--- src/rtl/pcie_led_pkg.sv ---
// Shared types and LED bit map for the PCIe link status/LED block.
// Used by pcie_link_led_ctrl and anything decoding its LED bus.
package pcie_led_pkg;

  typedef enum logic [1:0] {
    S_PERST = 2'd0,
    S_WAIT  = 2'd1,
    S_DEB   = 2'd2,
    S_UP    = 2'd3
  } state_e;

  localparam int unsigned LED_HB      = 0;
  localparam int unsigned LED_LINK    = 1;
  localparam int unsigned LED_PERST   = 2;
  localparam int unsigned LED_DEB     = 3;
  localparam int unsigned LED_CNT_LSB = 4;

endpackage

--- src/rtl/ms_tick_gen.sv ---
// Free-running divider producing a 1-cycle tick every TICK_DIV clocks.
// Shared time base for all millisecond timing in the LED block.
module ms_tick_gen #(
  parameter int unsigned TICK_DIV = 250000
) (
  input  logic clk,
  input  logic rst,
  output logic tick
);

  localparam int unsigned CW =
    (TICK_DIV > 1) ? $clog2(TICK_DIV) : 1;
  localparam logic [CW-1:0] LAST = CW'(TICK_DIV - 1);

  logic [CW-1:0] cnt_q;
  logic [CW-1:0] cnt_d;

  assign tick = (cnt_q == LAST);

  // Wrap to zero on the tick cycle, otherwise count up.
  always_comb begin
    cnt_d = tick ? '0 : cnt_q + 1'b1;
  end

  // Divider counter register.
  always_ff @(posedge clk or posedge rst) begin
    if (rst) cnt_q <= '0;
    else     cnt_q <= cnt_d;
  end

endmodule

--- src/rtl/pcie_link_led_ctrl.sv ---
// PCIe link status stage: sync, debounce, drop counter, board LEDs.
// Optional PERST-to-link timeout blink: define PCIE_LED_TIMEOUT_EN.
module pcie_link_led_ctrl #(
  parameter int unsigned TICK_DIV     = 250000,
  parameter int unsigned DEBOUNCE_MS  = 10,
  parameter int unsigned HEARTBEAT_MS = 500,
  parameter int unsigned TIMEOUT_MS   = 1000,
  parameter int unsigned DROP_CNT_W   = 8
) (
  input  logic                  clk,
  input  logic                  rst,
  input  logic                  pcie_perst_n,
  input  logic                  pcie_link_up,
  input  logic                  clr_cnt,
  output logic                  link_stable,
  output logic [DROP_CNT_W-1:0] link_drop_cnt,
  output logic [7:0]            LED
);

  import pcie_led_pkg::*;

  localparam int unsigned DW = $clog2(DEBOUNCE_MS + 1);
  localparam logic [DW-1:0] DEB_DONE = DW'(DEBOUNCE_MS);
  localparam int unsigned HW =
    (HEARTBEAT_MS > 1) ? $clog2(HEARTBEAT_MS) : 1;
  localparam logic [HW-1:0] HB_LAST = HW'(HEARTBEAT_MS - 1);

  logic perst_m_q, perst_s_q;
  logic link_m_q, link_s_q;
  logic tick;

  state_e                  state_q, state_d;
  logic [DW-1:0]           deb_q, deb_d;
  logic [DROP_CNT_W-1:0]   drop_q, drop_d;
  logic                    drop_inc;
  logic                    stable_q;
  logic [HW-1:0]           hb_cnt_q, hb_cnt_d;
  logic                    hb_q, hb_d;
  logic                    deb_led;
  logic [7:0]              led_q, led_d;

  assign link_stable   = stable_q;
  assign link_drop_cnt = drop_q;
  assign LED           = led_q;

  // Two-flop synchronisers for the asynchronous PCIe status pins.
  always_ff @(posedge clk or posedge rst) begin
    if (rst) begin
      perst_m_q <= 1'b0;
      perst_s_q <= 1'b0;
      link_m_q  <= 1'b0;
      link_s_q  <= 1'b0;
    end else begin
      perst_m_q <= pcie_perst_n;
      perst_s_q <= perst_m_q;
      link_m_q  <= pcie_link_up;
      link_s_q  <= link_m_q;
    end
  end

  ms_tick_gen #(
    .TICK_DIV (TICK_DIV)
  ) u_tick (
    .clk  (clk),
    .rst  (rst),
    .tick (tick)
  );

  // Link FSM next state; PERST overrides everything.
  always_comb begin
    state_d = state_q;
    deb_d   = deb_q;
    if (!perst_s_q) begin
      state_d = S_PERST;
      deb_d   = '0;
    end else begin
      unique case (state_q)
        S_PERST: state_d = S_WAIT;
        S_WAIT: begin
          if (link_s_q) begin
            state_d = S_DEB;
            deb_d   = '0;
          end
        end
        S_DEB: begin
          if (!link_s_q) begin
            state_d = S_WAIT;
          end else if (tick) begin
            deb_d = deb_q + 1'b1;
            if (deb_d == DEB_DONE) state_d = S_UP;
          end
        end
        S_UP: begin
          if (!link_s_q) state_d = S_WAIT;
        end
        default: state_d = S_PERST;
      endcase
    end
  end

  // Drop counter: saturating, clear beats a same-cycle increment.
  always_comb begin
    drop_inc = (state_q == S_UP) && (state_d == S_WAIT);
    drop_d   = drop_q;
    if (clr_cnt)
      drop_d = '0;
    else if (drop_inc && (drop_q != '1))
      drop_d = drop_q + 1'b1;
  end

  // Heartbeat phase toggles every HEARTBEAT_MS ticks.
  always_comb begin
    hb_cnt_d = hb_cnt_q;
    hb_d     = hb_q;
    if (tick) begin
      if (hb_cnt_q == HB_LAST) begin
        hb_cnt_d = '0;
        hb_d     = ~hb_q;
      end else begin
        hb_cnt_d = hb_cnt_q + 1'b1;
      end
    end
  end

`ifdef PCIE_LED_TIMEOUT_EN
  localparam int unsigned TW = $clog2(TIMEOUT_MS + 1);
  localparam logic [TW-1:0] TO_LIMIT = TW'(TIMEOUT_MS);

  logic [TW-1:0] to_q, to_d;
  logic          to_flag_q, to_flag_d;

  // Count ticks spent waiting for link after PERST release.
  always_comb begin
    to_d      = to_q;
    to_flag_d = to_flag_q;
    if (state_q == S_PERST && state_d == S_WAIT)
      to_d = '0;
    else if (state_q == S_WAIT && tick && to_q != TO_LIMIT)
      to_d = to_q + 1'b1;
    if (state_d == S_UP || state_d == S_PERST)
      to_flag_d = 1'b0;
    else if (to_d == TO_LIMIT)
      to_flag_d = 1'b1;
  end

  // Timeout counter and sticky flag.
  always_ff @(posedge clk or posedge rst) begin
    if (rst) begin
      to_q      <= '0;
      to_flag_q <= 1'b0;
    end else begin
      to_q      <= to_d;
      to_flag_q <= to_flag_d;
    end
  end

  assign deb_led = to_flag_d ? ~hb_d : (state_d == S_DEB);
`else
  assign deb_led = (state_d == S_DEB);
`endif

  // Assemble the LED pattern from next-state values.
  always_comb begin
    led_d = '0;
    led_d[LED_HB]    = hb_d;
    led_d[LED_LINK]  = (state_d == S_UP);
    led_d[LED_PERST] = perst_s_q;
    led_d[LED_DEB]   = deb_led;
    led_d[LED_CNT_LSB +: 4] = drop_d[3:0];
  end

  // FSM state and registered outputs.
  always_ff @(posedge clk or posedge rst) begin
    if (rst) begin
      state_q  <= S_PERST;
      deb_q    <= '0;
      drop_q   <= '0;
      stable_q <= 1'b0;
      led_q    <= 8'h00;
    end else begin
      state_q  <= state_d;
      deb_q    <= deb_d;
      drop_q   <= drop_d;
      stable_q <= (state_d == S_UP);
      led_q    <= led_d;
    end
  end

  // Heartbeat divider state.
  always_ff @(posedge clk or posedge rst) begin
    if (rst) begin
      hb_cnt_q <= '0;
      hb_q     <= 1'b0;
    end else begin
      hb_cnt_q <= hb_cnt_d;
      hb_q     <= hb_d;
    end
  end

endmodule

--- config.mk ---
export PLATFORM = sky130hd
export DESIGN_NAME = pcie_link_led_ctrl
export DESIGN_NICKNAME = d
export VERILOG_FILES = /design/src/rtl/pcie_led_pkg.sv /design/src/rtl/ms_tick_gen.sv /design/src/rtl/pcie_link_led_ctrl.sv
export SDC_FILE = /design/constraint.sdc
export NUM_CORES = 1
export LEC_CHECK = 0
export BUFFER_PORTS_ARGS = -buffer_cell sky130_fd_sc_hd__buf_2
export CAP_MARGIN = 20
export CORE_UTILIZATION = 62
export DETAILED_ROUTE_END_ITERATION = 12
export PLACE_DENSITY = 0.92
export SETUP_SLACK_MARGIN = 0.3
export SLEW_MARGIN = 20
export SYNTH_ARGS = -nofsm -noshare
export SYNTH_HDL_FRONTEND = slang
export SYNTH_SLANG_ARGS = --single-unit
--- constraint.sdc ---
create_clock -name clk -period 5.9 [get_ports clk]
set_clock_uncertainty 0.1 [all_clocks]
set_input_delay 0.59 -clock clk [delete_from_list [all_inputs] [get_ports clk]]
set_output_delay 0.59 -clock clk [all_outputs]
set_load 0.01 [all_outputs]
Word-level counts from Yosys, hierarchy flattened

Index checks and enable logic that the tools add are counted.

Bitwise operators: 1
Eq/ne operators: 14
Muxes and demuxes: 18
$add $sub $neg: 4
Reduce and logical (&&, ||, !) cells: 5

Operators by type and width:

| kind                                                                   | count |
|---|---|
| 18-bit by 1-bit adder with 18-bit output (second input constant)       | 1 |
| 18-bit equality test (second input constant)                           | 1 |
| 18-bit two-way mux                                                     | 1 |
| 4-bit two-way mux                                                      | 4 |
| 8-bit two-way mux                                                      | 2 |
| 2-bit two-way mux                                                      | 6 |
| 9-bit by 1-bit adder with 9-bit output (second input constant)         | 1 |
| 9-bit equality test (second input constant)                            | 1 |
| 9-bit two-way mux                                                      | 1 |
| 8-bit by 1-bit adder with 8-bit output (second input constant)         | 1 |
| 2-bit equality test (second input constant)                            | 4 |
| 8-bit != test (second input constant)                                  | 1 |
| 2-bit case mux with 4 select lines                                     | 1 |
| 4-bit case mux with 2 select lines                                     | 1 |
| 3-bit != test (second input constant)                                  | 2 |
| 4-bit by 1-bit adder with 4-bit output (second input constant)         | 1 |
| 2-bit by 1-bit equality test with 1-bit output (second input constant) | 2 |
| 4-bit equality test (second input constant)                            | 1 |
| 4-bit AND reduction                                                    | 1 |
| 3-bit by 1-bit != test with 1-bit output (second input constant)       | 1 |
| 3-bit by 2-bit != test with 1-bit output (second input constant)       | 1 |
| 1-bit logical AND                                                      | 2 |
| 2-bit zero test                                                        | 1 |
| 1-bit two-way mux                                                      | 2 |
| 2 further kinds                                                        | 2 |

Bits in registers: 55
Output and inout bits: 17
Word-level logic and storage cells: 55

Longest topological paths before layout

Depth in word-level cells: 12
Depth in mapped cells: 7
Depth with buffers taken out: 6

Hierarchy

A second synthesis with hierarchy kept.

Cells, all modules: 217
Area, all modules: 2,414.8 µm²

By module, submodules not included:

| module             | times used | area each (µm²) | cells each |
|---|---|---|---|
| pcie_link_led_ctrl | 1          | 1,529.0         | 135 |
| ms_tick_gen        | 1          | 885.8           | 82 |

Least setup slack after synthesis

Ideal clock, no wire load.

Path type: register -> register
Start: register u_tick.cnt_q[5]
End: register deb_q[2]
Clock period less this slack: 2,060 ps
Setup time: 76 ps
Stages on the path, launching flop included: 6
Arrival: 1,883 ps
Path slack: 3,840 ps
Required time: 5,724 ps
Path buffers: 0
Cells stage by stage: dfrtp_1 or4_4 nor4_4 nand2_2 or4_4 o21ai_1

Word-level cells in the longest chain between the ends: 3

RTL lines:

| element                                            | line                      | text |
|---|---|---|
| from (decl)                                        | ms_tick_gen.sv:15         | `logic [CW-1:0] cnt_q;` |
| from (signal assigned)                             | ms_tick_gen.sv:28         | `else cnt_q <= cnt_d;` |
| 18-bit equality test                               | ms_tick_gen.sv:18         | `assign tick = (cnt_q == LAST);` |
| 3-bit by 2-bit != test with 1-bit output (no line) | n/a                       |  |
| 4-bit AND reduction (no line)                      | n/a                       |  |
| to (signal assigned)                               | pcie_link_led_ctrl.sv:176 | `deb_q <= '0;` |
| to (signal assigned)                               | pcie_link_led_ctrl.sv:182 | `deb_q <= deb_d;` |
| to (decl)                                          | pcie_link_led_ctrl.sv:33  | `logic [DW-1:0] deb_q, deb_d;` |

Every way passes these cells.
A chain may end at the register's enable or synchronous reset.

Final worst setup path

Start: register u_tick.cnt_q[8]
End: register hb_cnt_q[5]

Word-level cells in the longest chain between the ends: 1

RTL lines:

| element              | line                      | text |
|---|---|---|
| 18-bit equality test | ms_tick_gen.sv:18         |  |
| to (signal assigned) | pcie_link_led_ctrl.sv:195 | `hb_cnt_q <= hb_cnt_d;` |
| to (decl)            | pcie_link_led_ctrl.sv:37  | `logic [HW-1:0] hb_cnt_q, hb_cnt_d;` |

Every way passes these cells.

==> results.md <==
* Net Sw Power at 114 uW
* Max incr delay on CP at 0.53 ns
* Non-filler cells, final at 306
* Rel. slew slack at 61.7%
* Port Buffers at 21
* Commonest non-fill, non-tap cells in the layout: 49 x dfrtp_1, 27 x nor2_1, 25 x nand2_1, 21 x buf_2, 14 x nand3_1
* Worst path slowest cell: or4_1
* Post-route ant nets at 0
* CP required at 6.01 ns
* CP endpoint kind: flop
* Root cell of the clock tree: clkbuf_8
* Critical path cell sequence: or4_1, nor4b_1, and2_1, nand2_1, o31ai_1
* Int Pwr at 437 uW
* IO Count at 22
* Post-Synth Adder-Cell Area at 2.62%
* Comb power frac at 3.0%
* PD cells at 212 nW/um2
* Layout cell share with drive strength beyond 1 at 13.2%
* Fin. Hold Viols at 0
* YS warnings at 0
* Post-DP HPWL at 3150 um
* Clock Sinks at 49
* Post-DR vias/cell at 5.90
* Finish-stage setup viols at 0
* Crit path time final at 2.38 ns
* Syn_nets at 249
* Post-route DRC at 0
* Cells after Synth at 239
* Cts repair resizes at 0
* Post-CTS Setup Bufs at 0
* Inst Count DP at 298
* Worst-Margin Slew at 0.568 ns
* Final core occ at 70.5%
* Critical Path AT at 2.49 ns
* Total die area at 4110 um2
* Largest family of logic cells by synthesized area: simple AND/OR/NAND/NOR gates
* Static leakage at 1.17 nW
* Area of the multi-input gates at 1080 um2
* Setup crit start kind: flop
* Post-synthesis xor/xnor area fraction at 8.05%
* Clk pwr share at 35.1%
* Worst-path fanout max at 10
* Initial antenna violation count at 0
* CTS clk-pin slew, worst paths at 0.08 ns
* Hold Buf Count CTS at 0
* Slew Limit Fails at 0
* Reg area at 1230 um2
* Reg2reg setup slack at 3.52 ns
* CTS tree: done
* Reg power frac at 61.9%
* First-pass GRT wire length at 7430 um
* GPL Wtd Cong at 0.882
* Drt initial violations at 93
* Fin crit share at 40.3%
* Mapped Area at 2390 um2
* Number of flops mapped to enable cells by yosys at 0
* Max H-tree Level at 2
* Via count at 1,806
* Synth Area in Simple Gates at 24.6%
* Area Overhead vs Synth at 8.68%
* Vias in the first global route at 1,717
* Wire per inst at 14.2 um
* Fmax at 420 MHz
* Clk Latency, worst-skew pair at 0.30 ns
* Pwr Total at 551 uW
* Hold WC Path Type: in -> async
* VDD IR max at 128 uV
* First drt pass iteration count at 4
* Largest net degree at the start of global routing at 50
* WHS at 0.154 ns
* Core Area at 3690 um2
* Gr usage total at 23.8%
* Synth Area in Compound Gates at 7.58%
* Synthesized area per cell at 10.0 um2
* Total CTS buffers at 5
* Initial core utilization at 64.9%
* Die Ht at 64.1 um
* Synth Flop Type: dfrtp_1
* #FFs+latches synth at 49
* Final Net Count at 268
* Commonest non-fill, non-tap cell in the layout: dfrtp_1
* ANT cells at 0
* Die W at 64.1 um
* R2R Path End: hb_cnt_q[5]$_DFFE_PP0N_
* FFs w/ async S/R, synth at 100%
* Clock Tree Buf Depth at 2
* Max-cap violations at 0
* Outcome: finished clean
* Switching Fraction at 20.7%
* Worst r2r src: u_tick.cnt_q[8]$_DFF_PP0_
* RSZ-0062 raised after global routing: false
* Final WL at 4350 um
* R2R depth at 5
* GR Overflow Total at 0
* Rows at 22
* Post-synthesis mux area share at 2.09%
* Crit Path Category: reg -> reg
* Sequential-to-total area share from yosys stat at 51.3%
* Distinct cells, synth at 39
* TNS Setup at 0 ns
* Fill cell count at 277
-- critical path, delay by kind of cell (launching register included) --
| family | cells | cell delay, ns |
|---|---|---|
| AO/OA/AOI/OAI | 1 | 0.21 |
| flip-flops | 1 | 0.44 |
| AND/OR/NAND/NOR | 4 | 1.55 |
-- worst max path at each step --
stage | from | end | slack, ns | depth (start not counted)
finish | u_tick.cnt_q[8]$_DFF_PP0_ | hb_cnt_q[5]$_DFFE_PP0N_ | 3.52 | 5
global placement | u_tick.cnt_q[8]$_DFF_PP0_ | hb_cnt_q[5]$_DFFE_PP0N_ | 3.70 | 5
floorplan | u_tick.cnt_q[5]$_DFF_PP0_ | deb_q[2]$_DFFE_PP0P_ | 3.84 | 5
CTS | u_tick.cnt_q[8]$_DFF_PP0_ | hb_cnt_q[5]$_DFFE_PP0N_ | 3.55 | 5
global route | u_tick.cnt_q[8]$_DFF_PP0_ | hb_cnt_q[5]$_DFFE_PP0N_ | 3.23 | 5
detailed placement | u_tick.cnt_q[8]$_DFF_PP0_ | hb_cnt_q[5]$_DFFE_PP0N_ | 3.58 | 5
-- area by class of cell --
class / instances / share of cell area [%]
inverters: 7 / 1.01
well taps: 48 / 2.31
clock buffers: 7 / 3.32
multi-input cells: 173 / 41.4
repair buffers: 22 / 4.81
flip-flops and latches: 49 / 47.2
-- layer usage --
| layer | GRT usage (%) | up-vias | wire length (um) |
|---|---|---|---|
| li1 | - | 867 | - |
| met1 | 29.7 | 896 | 1950 |
| met2 | 39.0 | 33 | 2180 |
| met3 | 6.96 | 10 | 151 |
| met4 | 9.17 | 0 | 74 |
| met5 | 0 | - | 0 |
-- power groups by stage --
stage / Combinational (mW) / Clock (mW) / Sequential [mW]
2_1_floorplan: 0.0100 / 0 / 0.348
3_3_place_gp: 0.0151 / 0 / 0.348
3_5_place_dp: 0.0151 / 0 / 0.348
4_1_cts: 0.0151 / 0.198 / 0.341
5_1_grt: 0.0188 / 0.209 / 0.341
6_report: 0.0163 / 0.193 / 0.341
-- stage by stage --
step,instance area (um2),worst slack [ns]
final,2600,3.52
after global routing,2600,3.23
after CTS,2580,3.55
after detailed placement,2490,3.58
after global placement,2490,3.70
after floorplan,2390,3.84
-- Yosys cell counts, drive strengths merged, types with 2 or more instances --
cell type	number	area, um2
clkbuf	2	7.51
and4	4	35.0
a21oi	5	25.0
inv	7	26.3
or4	3	30.0
xnor2	12	105
buf	8	56.3
nor3	7	35.0
nand3	14	70.1
a21boi	2	15.0
mux2i	5	50.1
and3b	2	17.5
dfrtp	49	1230
nand4	7	43.8
and3	3	18.8
o21ai	13	65.1
or3	2	12.5
ha	5	62.6
a31oi	2	12.5
xor2	10	87.6
nand2	26	100
nand2b	3	18.8
nand3b	2	15.0
nor2	27	101
o31ai	4	30.0
and2	7	43.8
-- state kept, by name (all words and copies together) (netlist names) --
register	flops
link_drop_cnt	5
hb_cnt_q	9
link_m_q	1
perst_m_q	1
link_s_q	1
deb_q	4
state_q	2
u_tick.cnt_q	18
LED	7
perst_s_q	1
-- cell families after synthesis --
family,count (synthesis)
muxes,5
DFF,49
xor gates and xnor gates,22
buffers and inverters,17
adders and majority gates,5
AOI/OAI and AO/OA,30
and+or+nand+nor,111
Note: power is estimated with default switching activity, not from simulation.
